## src/rtl/fmul_issue_ctrl.sv

```systemverilog
// Operand issue / result capture controller for the pipelined fp16 multiplier.
// Buffers operand pairs, holds each on the multiplier across APPLY/SAMPLE, repacks the result.
module fmul_issue_ctrl #(
  parameter int unsigned FIFO_DEPTH = 4
) (
  input  logic        clk,
  input  logic        reset,
  input  logic        in_valid,
  output logic        in_ready,
  input  logic [16:1] in_Operand_1,
  input  logic [16:1] in_Operand_2,
  output logic        mul_Sign_1,
  output logic        mul_Sign_2,
  output logic [4:0]  mul_Exponent_1,
  output logic [4:0]  mul_Exponent_2,
  output logic [9:0]  mul_Mantissa_1,
  output logic [9:0]  mul_Mantissa_2,
  input  logic        mul_out_Sign,
  input  logic [5:1]  mul_out_Exponent,
  input  logic [10:1] mul_out_Mantissa,
  input  logic        mul_Overflow,
  input  logic        mul_Underflow,
  output logic        out_valid,
  input  logic        out_ready,
  output logic [15:0] out_Result,
  output logic        out_Overflow,
  output logic        out_Underflow
);

  localparam int unsigned OW = 16;
  localparam int unsigned PW = (FIFO_DEPTH > 1) ? $clog2(FIFO_DEPTH) : 1;
  localparam int unsigned CW = $clog2(FIFO_DEPTH) + 1;

  typedef enum logic [1:0] {IDLE, APPLY, SAMPLE} state_t;

  state_t            state_q, state_d;
  logic [2*OW-1:0]   fifo_mem [FIFO_DEPTH];
  logic [PW-1:0]     wr_ptr_q, rd_ptr_q;
  logic [CW-1:0]     count_q, count_d;
  logic [OW:1]       op1_q, op2_q;
  logic              push, pop, capture;

  assign push = in_valid & in_ready;
  assign count_d = count_q + CW'(push) - CW'(pop);

  // Next-state: pop on leaving IDLE or on a back-to-back SAMPLE capture
  always_comb begin
    state_d = state_q;
    pop     = 1'b0;
    capture = 1'b0;
    unique case (state_q)
      IDLE: begin
        if (count_q != '0) begin
          pop     = 1'b1;
          state_d = APPLY;
        end
      end
      APPLY: state_d = SAMPLE;
      SAMPLE: begin
        if (!out_valid || out_ready) begin
          capture = 1'b1;
          if (count_q != '0) begin
            pop     = 1'b1;
            state_d = APPLY;
          end else begin
            state_d = IDLE;
          end
        end
      end
      default: state_d = IDLE;
    endcase
  end

  always_ff @(posedge clk) begin
    if (reset) begin
      state_q       <= IDLE;
      wr_ptr_q      <= '0;
      rd_ptr_q      <= '0;
      count_q       <= '0;
      in_ready      <= 1'b1;
      op1_q         <= '0;
      op2_q         <= '0;
      out_valid     <= 1'b0;
      out_Result    <= '0;
      out_Overflow  <= 1'b0;
      out_Underflow <= 1'b0;
    end else begin
      state_q  <= state_d;
      count_q  <= count_d;
      in_ready <= (count_d < CW'(FIFO_DEPTH));
      if (push) wr_ptr_q <= wr_ptr_q + PW'(1);
      if (pop) begin
        rd_ptr_q <= rd_ptr_q + PW'(1);
        op1_q    <= fifo_mem[rd_ptr_q][2*OW-1:OW];
        op2_q    <= fifo_mem[rd_ptr_q][OW-1:0];
      end
      if (capture) begin
        out_valid     <= 1'b1;
        out_Result    <= {mul_out_Sign, mul_out_Exponent, mul_out_Mantissa};
        out_Overflow  <= mul_Overflow;
        out_Underflow <= mul_Underflow;
      end else if (out_ready) begin
        out_valid <= 1'b0;
      end
    end
  end

  // Storage array needs no reset; pointers define validity
  always_ff @(posedge clk) begin
    if (push) fifo_mem[wr_ptr_q] <= {in_Operand_1, in_Operand_2};
  end

  assign mul_Sign_1     = op1_q[16];
  assign mul_Exponent_1 = op1_q[15:11];
  assign mul_Mantissa_1 = op1_q[10:1];
  assign mul_Sign_2     = op2_q[16];
  assign mul_Exponent_2 = op2_q[15:11];
  assign mul_Mantissa_2 = op2_q[10:1];

endmodule

```

## config.mk

```make
export PLATFORM = sky130hd
export DESIGN_NAME = fmul_issue_ctrl
export DESIGN_NICKNAME = d
export VERILOG_FILES = /design/src/rtl/fmul_issue_ctrl.sv
export SDC_FILE = /design/constraint.sdc
export NUM_CORES = 1
export LEC_CHECK = 0
export CAP_MARGIN = 25
export CORE_MARGIN = 2
export CORE_UTILIZATION = 37
export DETAILED_ROUTE_END_ITERATION = 8
export PLACE_DENSITY_LB_ADDON = 0.05
export SLEW_MARGIN = 40
export SYNTH_ARGS = -nofsm -noshare
export SYNTH_HDL_FRONTEND = slang
export SYNTH_SLANG_ARGS = --single-unit
```

## constraint.sdc

```tcl
create_clock -name clk -period 6.2 [get_ports clk]
set_clock_uncertainty 0.15 [all_clocks]
set_input_delay 0.62 -clock clk [delete_from_list [all_inputs] [get_ports clk]]
set_output_delay 0.62 -clock clk [all_outputs]
set_load 0.03 [all_outputs]
```

==> metrics.md, run 1 <==
| Metric | Value |
|---|---|
| Avg Cell Area, Syn | 15.6 um^2 |
| CTS Buf Count | 17 |
| Synth-to-Final Area Change | 26.4% |
| Setup TNS | 0 ns |
| Height of the die | 144 um |
| Placed insts | 796 |
| Tmin final | 3.21 ns |
| Synthesized cell area | 0.00722 mm^2 |
| Clock transition at path regs | 0.07 ns |
| Seq cells post-synth | 189 |
| Hold Crit Depth | 2 |
| Via count | 4301 |
| Die ar. | 0.0206 mm^2 |
| RSZ-0062 raised after global routing | false |
| FMAX | 312 MHz |
| Fin nets | 612 |
| Number of nets with antenna violations after routing | 0 |
| Clock Latency Late Sink | 0.43 ns |
| Starting Density | 37.3% |
| Vias in the first global route | 4390 |
| Setup crit end kind | flop |
| Leak Pwr | 2.97 nW |
| Worst slew margin | 49.5% |
| Maximum vdd drop | 0.216 mV |
| Post-Synthesis Cells | 464 |
| Largest net degree at the start of global routing | 63 |
| Cell Pwr Density | 459 mW/mm^2 |
| Clock Tree Buf Depth | 2 |
| Root Buffer | clkbuf_16 |
| CP Class | in2reg |
| Clk pwr share | 27.4% |
| Synth Warn # | 0 |
| Post-CTS repair timing setup buffer count | 0 |
| Antenna cell count | 0 |
| Status | finished, final reports clean |
| Max Cap Viol | 0 |
| Post-layout instance area | 0.00912 mm^2 |
| Min-Delay Path Class | reg2reg |
| CTS tree | done |
| Final setup violation count | 0 |
| Total GRT Usage | 16.7% |
| Path depth of the worst reg2reg path | 10 |
| Num rows | 51 |
| Starting DRT DRC Count | 276 |
| Dpl hpwl | 9310 um |
| Sw frac | 32.6% |
| Register area share after synthesis | 70.2% |
| Share of post-route cells with drive strength above 1 | 14.9% |
| Total global routing overflow | 0 |
| Initial antenna violation count | 0 |
| Hold-fix buffers at CTS | 0 |
| Cell Count, Final, Fillers Out | 829 |
| CP max FO | 19 |
| Vias/cell | 5.19 |
| Slew @ Worst Pin | 0.757 ns |
| GP Congestion | 0.682 |
| Crit share post-route | 51.7% |
| CP arrival | 3.36 ns |
| Final Power | 4.19 mW |
| Required time worst endpoint | 6.36 ns |
| Die width | 144 um |
| Layout Utilization | 47.2% |
| Register share of total power | 42.6% |
| Distinct cells, synth | 36 |
| DRT Pass-1 Iters | 4 |
| Dpl cell area | 0.00847 mm^2 |
| DRC Markers | 0 |
| Most frequent cells in the layout | edfxtp_1 (128), clkdlybuf4s50_1 (104), dfxtp_1 (58), a21oi_1 (53), o31ai_1 (33) |
| Cell internal pwr | 2.82 mW |
| Global-route wire length before repair | 25200 um |
| WL per Instance | 20.1 um |
| NetSw | 1.36 mW |
| Final hold viol count | 0 |
| Drt total wl | 16600 um |
| Core area | 0.0193 mm^2 |
| CTS H-tree lvls | 4 |
| Port-buffer cells | 105 |
| CTS sink count | 189 |
| Startpoint Class | primary input |
| Combinational share of power | 30.0% |
| Final Max Tran Viols | 0 |
| Resized Gates After CTS | 0 |
| # IOs | 106 |
| Leading cell type in the layout, fill and taps excluded | edfxtp_1 |
| Synthesized net count | 525 |
## power by group through the flow
stage                     clock network (mW)  registers, mW  logic, mW
final                                   1.15           1.78       1.26
after floorplan                            0           1.88      0.733
after CTS                               1.17           1.79       1.27
after detailed placement                   0           1.82       1.27
after global routing                    1.22           1.82       1.36
after global placement                     0           1.81       1.25
## path summary, 6_finish.rpt
check | endpoint | slack [ns] | startpoint
hold / removal | op1_q[5]$_SDFFE_PP0P_ | 0.32 | op1_q[5]$_SDFFE_PP0P_
setup / recovery | in_ready$_SDFF_PP1_ | 2.99 | out_ready
setup reg to reg | in_ready$_SDFF_PP1_ | 3.32 | state_q[1]$_SDFFE_PP0P_
hold reg to reg | op1_q[5]$_SDFFE_PP0P_ | 0.32 | op1_q[5]$_SDFFE_PP0P_
## cell type report
class,count,area [um^2]
Multi-Input combinational cell,226,1960
Clock buffer,18,429
Clock inverter,14,193
Tap cell,265,332
Fill cell,1703,10200
Sequential cell,189,5070
Timing Repair Buffer,112,1120
Inverter,5,18.8
## critical path, stage by stage
cell and delay, ns:
clkdlybuf4s50_1 0.46, and3b_2 0.58, nor3_1 0.10, ha_1 0.29
inv_1 0.05, ha_1 0.12, inv_1 0.05, fa_1 0.38
xor2_1 0.18, nor2_1 0.08, or3b_2 0.44
## sequential cells by signal, indices dropped and copies added (netlist names)
signal,count
out_Underflow,1
out_Result,16
op1_q,16
wr_ptr_q,2
count_q,3
op2_q,16
in_ready,1
fifo_mem,128
rd_ptr_q,2
out_valid,1
state_q,2
out_Overflow,1
## kinds of logic after synthesis
kind of cell	Yosys count	synth area share (%)
adders and majority gates	7	1.32
xor gates and xnor gates	2	0.243
and+or+nand+nor	79	6.46
AOI/OAI and AO/OA	105	8.46
muxes	33	10.2
buffers and inverters	49	3.17
DFF	189	70.2
## cells in the mapped netlist
cell type  number  area, um^2
a211oi_1        1        7.51
a21oi_1        53         265
and3_1          4        25.0
and3b_1         1        8.76
and4_4          1        11.3
buf_1           4        15.0
buf_2          12        60.1
buf_4           2        15.0
buf_6           3        33.8
clkbuf_1       23        86.3
dfxtp_1        61        1220
edfxtp_1      128        3840
fa_1            1        20.0
ha_1            6        75.1
inv_1           5        18.8
mux2_4          1        15.0
mux4_2         32         721
nand2_1         3        11.3
nand2b_1        2        12.5
nand3_1        19        95.1
nand3b_1        1        7.51
nand4_1        32         200
nor2_1          5        18.8
nor2b_1         4        25.0
nor3_1          1        5.00
nor3_2          1        10.0
nor3b_1         1        7.51
nor4_1          1        6.26
o21ai_0        17        85.1
o21ai_1         1        5.00
o31ai_1        33         248
or3_1           1        6.26
or3b_2          1        8.76
or4_1           1        7.51
xnor2_1         1        8.76
xor2_1          1        8.76
## metrics by stage
step / hold WS, ns / worst slack [ns]
floorplan: 0.319 / 3.20
global placement: 0.311 / 2.38
detailed placement: 0.313 / 2.31
CTS: 0.323 / 2.75
global route: 0.340 / 2.79
finish: 0.324 / 2.99
## metal layers
| layer | wire [um] | global-route usage [%] | vias to the layer above | share of wire (%) |
|---|---|---|---|---|
| li1 | - | - | 2013 | - |
| met1 | 7310 | 21.6 | 2169 | 44 |
| met2 | 8350 | 27.9 | 110 | 50 |
| met3 | 822 | 3.93 | 9 | 4.9 |
| met4 | 159 | 5.42 | 0 | 0.96 |
| met5 | 0 | 0 | - | 0 |
(Power assumes the default switching activity.)
==> inputs of run 2 (changes only) <==
Clock period 6.2 ns to 3 ns, I/O delays scaled along.
==> run 2 against run 1 <==
Global-route usage up 0.32 points. Register-to-register slack worse by 2.9 ns. Largest power group unchanged. Routed wire length shrank 0.28%. Worst hold slack got worse by 0.078 ns. Cell area is 0.40% higher. Sequential power up 97%. Non-clock buffer count is 10 higher.
==> metrics.md, run 2 (synthesis results as in run 1) <==
| Metric | Value |
|---|---|
| Status | finished, final reports clean (unchanged) |
| Clock Latency Late Sink | 0.43 ns (about the same) |
| Via count | 4451 (was 4301) |
| Worst setup path end | in_ready$_SDFF_PP1_ (unchanged) |
| Reg2Reg Setup Slack | 0.42 ns (was 3.32 ns) |
| Crit share post-route | 87.4% |
| Die width | 144 um (unchanged) |
| Port-buffer cells | 105 (unchanged) |
| Slew @ Worst Pin | 0.746 ns (was 0.757 ns) |
| Startpoint Class | primary input (unchanged) |
| Starting Density | 37.3% (unchanged) |
| Setup crit end kind | flop (unchanged) |
| Max Cap Viol | 0 (unchanged) |
| Number of nets with antenna violations after routing | 0 (unchanged) |
| Buf/Inv on CP | 3 (unchanged) |
| Largest Register | fifo_mem (unchanged) |
| Share of post-route cells with drive strength above 1 | 15.5% (was 14.9%) |
| Synth-to-Final Area Change | 26.9% (was 26.4%) |
| Cell Count, Final, Fillers Out | 838 (was 829) |
| Placed insts | 807 (was 796) |
| Setup TNS | 0 ns (unchanged) |
| Final Max Tran Viols | 0 (unchanged) |
| Hold Crit Depth | 2 (unchanged) |
| Starting DRT DRC Count | 295 (was 276) |
| Drt total wl | 16600 um (about the same) |
| Height of the die | 144 um (unchanged) |
| Leading cell type in the layout, fill and taps excluded | edfxtp_1 (unchanged) |
| CP Cell Sequence | clkdlybuf4s50_1 > and3b_2 > nor3_1 > ha_1 > inv_1 > ha_1 > inv_1 > fa_1 > xor2_1 > nor2_1 > or3b_2 (unchanged) |
| Num rows | 51 (unchanged) |
| CTS Buf Count | 17 (unchanged) |
| Vias in the first global route | 4627 (was 4390) |
| Core area | 0.0193 mm^2 (unchanged) |
| Global-route wire length before repair | 26000 um (was 25200 um) |
| PnR worst setup slack | 0.377 ns (was 2.99 ns) |
| Clock transition at path regs | 0.06 ns (was 0.07 ns) |
| NetSw | 2.79 mW (was 1.36 mW) |
| Final setup violation count | 0 (unchanged) |
| Worst path top cell family by delay | simple AND/OR/NAND/NOR gates (unchanged) |
| GP Congestion | 0.695 (was 0.682) |
| CP max FO | 4 (was 19) |
| Total GRT Usage | 17.0% (was 16.7%) |
| Maximum vdd drop | 0.443 mV (was 0.216 mV) |
| R2R Path End | in_ready$_SDFF_PP1_ (unchanged) |
| Final hold viol count | 0 (unchanged) |
| Logic depth of the worst path, buffers included | 11 (unchanged) |
| Hold-fix buffers at CTS | 0 (unchanged) |
| Max reg flops | 128 (unchanged) |
| Critical path launch point | out_ready (unchanged) |
| DRT Pass-1 Iters | 4 (unchanged) |
| # IOs | 106 (unchanged) |
| Root Buffer | clkbuf_16 (unchanged) |
| Fin nets | 622 (was 612) |
| Required time worst endpoint | 3.15 ns (was 6.36 ns) |
| Antenna cell count | 0 (unchanged) |
| Initial antenna violation count | 0 (unchanged) |
| Leak Pwr | 3.01 nW (was 2.97 nW) |
| DP Worst Slack | -0.0794 ns (was 2.31 ns) |
| Cell Pwr Density | 938 mW/mm^2 (was 459 mW/mm^2) |
| Clk pwr share | 25.8% (was 27.4%) |
| CTS tree | done (unchanged) |
| Critical path's slowest cell | clkdlybuf4s50_1 (was and3b_2) |
| Dpl hpwl | 9750 um (was 9310 um) |
| Worst slew margin | 50.3% (was 49.5%) |
| Sw frac | 32.4% (was 32.6%) |
| WL per Instance | 19.8 um (was 20.1 um) |
| Path depth of the worst reg2reg path | 10 (unchanged) |
| CTS sink count | 189 (unchanged) |
| FMAX | 381 MHz |
| Register share of total power | 40.9% (was 42.6%) |
| Resized Gates After CTS | 0 (unchanged) |
| Clock Tree Buf Depth | 2 (unchanged) |
| Dpl cell area | 0.00858 mm^2 (was 0.00847 mm^2) |
| Post-layout instance area | 0.00916 mm^2 (was 0.00912 mm^2) |
| Tmin final | 2.62 ns |
| Reg-to-reg startpoint | state_q[1]$_SDFFE_PP0P_ (unchanged) |
| Min-Delay Path Class | in2reg (was reg2reg) |
| DRC Markers | 0 (unchanged) |
| RSZ-0062 raised after global routing | false (unchanged) |
| Total global routing overflow | 0 (unchanged) |
| Post-CTS repair timing setup buffer count | 0 (unchanged) |
| Vias/cell | 5.31 (was 5.19) |
| Cell internal pwr | 5.81 mW (was 2.82 mW) |
| CTS H-tree lvls | 4 (unchanged) |
| CP arrival | 2.77 ns (was 3.36 ns) |
| Slowest stage delay, CP | 0.51 ns (was 0.58 ns) |
| Combinational share of power | 33.3% (was 30.0%) |
| Die ar. | 0.0206 mm^2 (unchanged) |
| Most frequent cells in the layout | edfxtp_1 (128), clkdlybuf4s50_1 (104), dfxtp_1 (58), a21oi_1 (53), o31ai_1 (33) (unchanged) |
| CP Class | in2reg (unchanged) |
| Largest net degree at the start of global routing | 41 (was 63) |
run 2: changes by cell type in the layout (fill, tap and decap cells not counted), sizes merged:
cell / change
buf: +10
bufinv: -1
clkbuf: +1
clkinv: -1
run 2: per-layer routing:
metal / vias up / global-route usage (%) / wire length, um
li1: 2034 / - / -
met1: 2297 / 22.5 / 7530
met2: 108 / 28.2 / 8310
met3: 12 / 3.40 / 555
met4: 0 / 5.83 / 192
met5: - / 0 / 0
run 2: worst register-to-register path, delay by kind of cell, from the launching register on:
| kind | cells | cell delay [ns] |
|---|---|---|
| fa+ha+maj | 3 | 0.73 |
| buf+inv | 2 | 0.09 |
| simple gates | 4 | 0.94 |
| xor+xnor | 1 | 0.19 |
| flops | 1 | 0.34 |
run 2: cell type report:
class | instances | area [um^2]
flip-flops and latches | 189 | 5070
repair buffers | 122 | 1220
inverters | 5 | 18.8
multi-input cells | 226 | 1940
clock buffers | 19 | 433
well taps | 265 | 332
clock inverters | 12 | 145
fillers | 1697 | 10200
run 2: worst min path at each step:
stage	slack (ns)	end	startpoint
3_3_place_gp	0.31	op1_q[7]$_SDFFE_PP0P_	op1_q[7]$_SDFFE_PP0P_
5_1_grt	0.26	out_Result[15]$_SDFFE_PP0P_	mul_out_Sign
2_1_floorplan	0.25	fifo_mem[0][0]$_DFFE_PP_	in_Operand_2[1]
6_report	0.25	count_q[1]$_SDFF_PP0_	reset
4_1_cts	0.24	count_q[1]$_SDFF_PP0_	reset
3_5_place_dp	0.31	op1_q[14]$_SDFFE_PP0P_	op1_q[14]$_SDFFE_PP0P_
run 2: stage by stage:
stage               util [%]  hold slack [ns]  total power [mW]
finish                  47.4            0.246              8.59
detailed placement      44.4            0.312              6.48
floorplan                  -            0.249              5.40
global route            47.4            0.264              9.07
CTS                     47.4            0.236              8.71
global placement        44.4            0.308              6.44
run 2: power by group through the flow:
stage	registers (mW)	clock network, mW	logic [mW]
6_report	3.51	2.22	2.86
5_1_grt	3.57	2.39	3.10
4_1_cts	3.52	2.28	2.91
3_5_place_dp	3.58	0	2.90
3_3_place_gp	3.56	0	2.87
2_1_floorplan	3.89	0	1.51
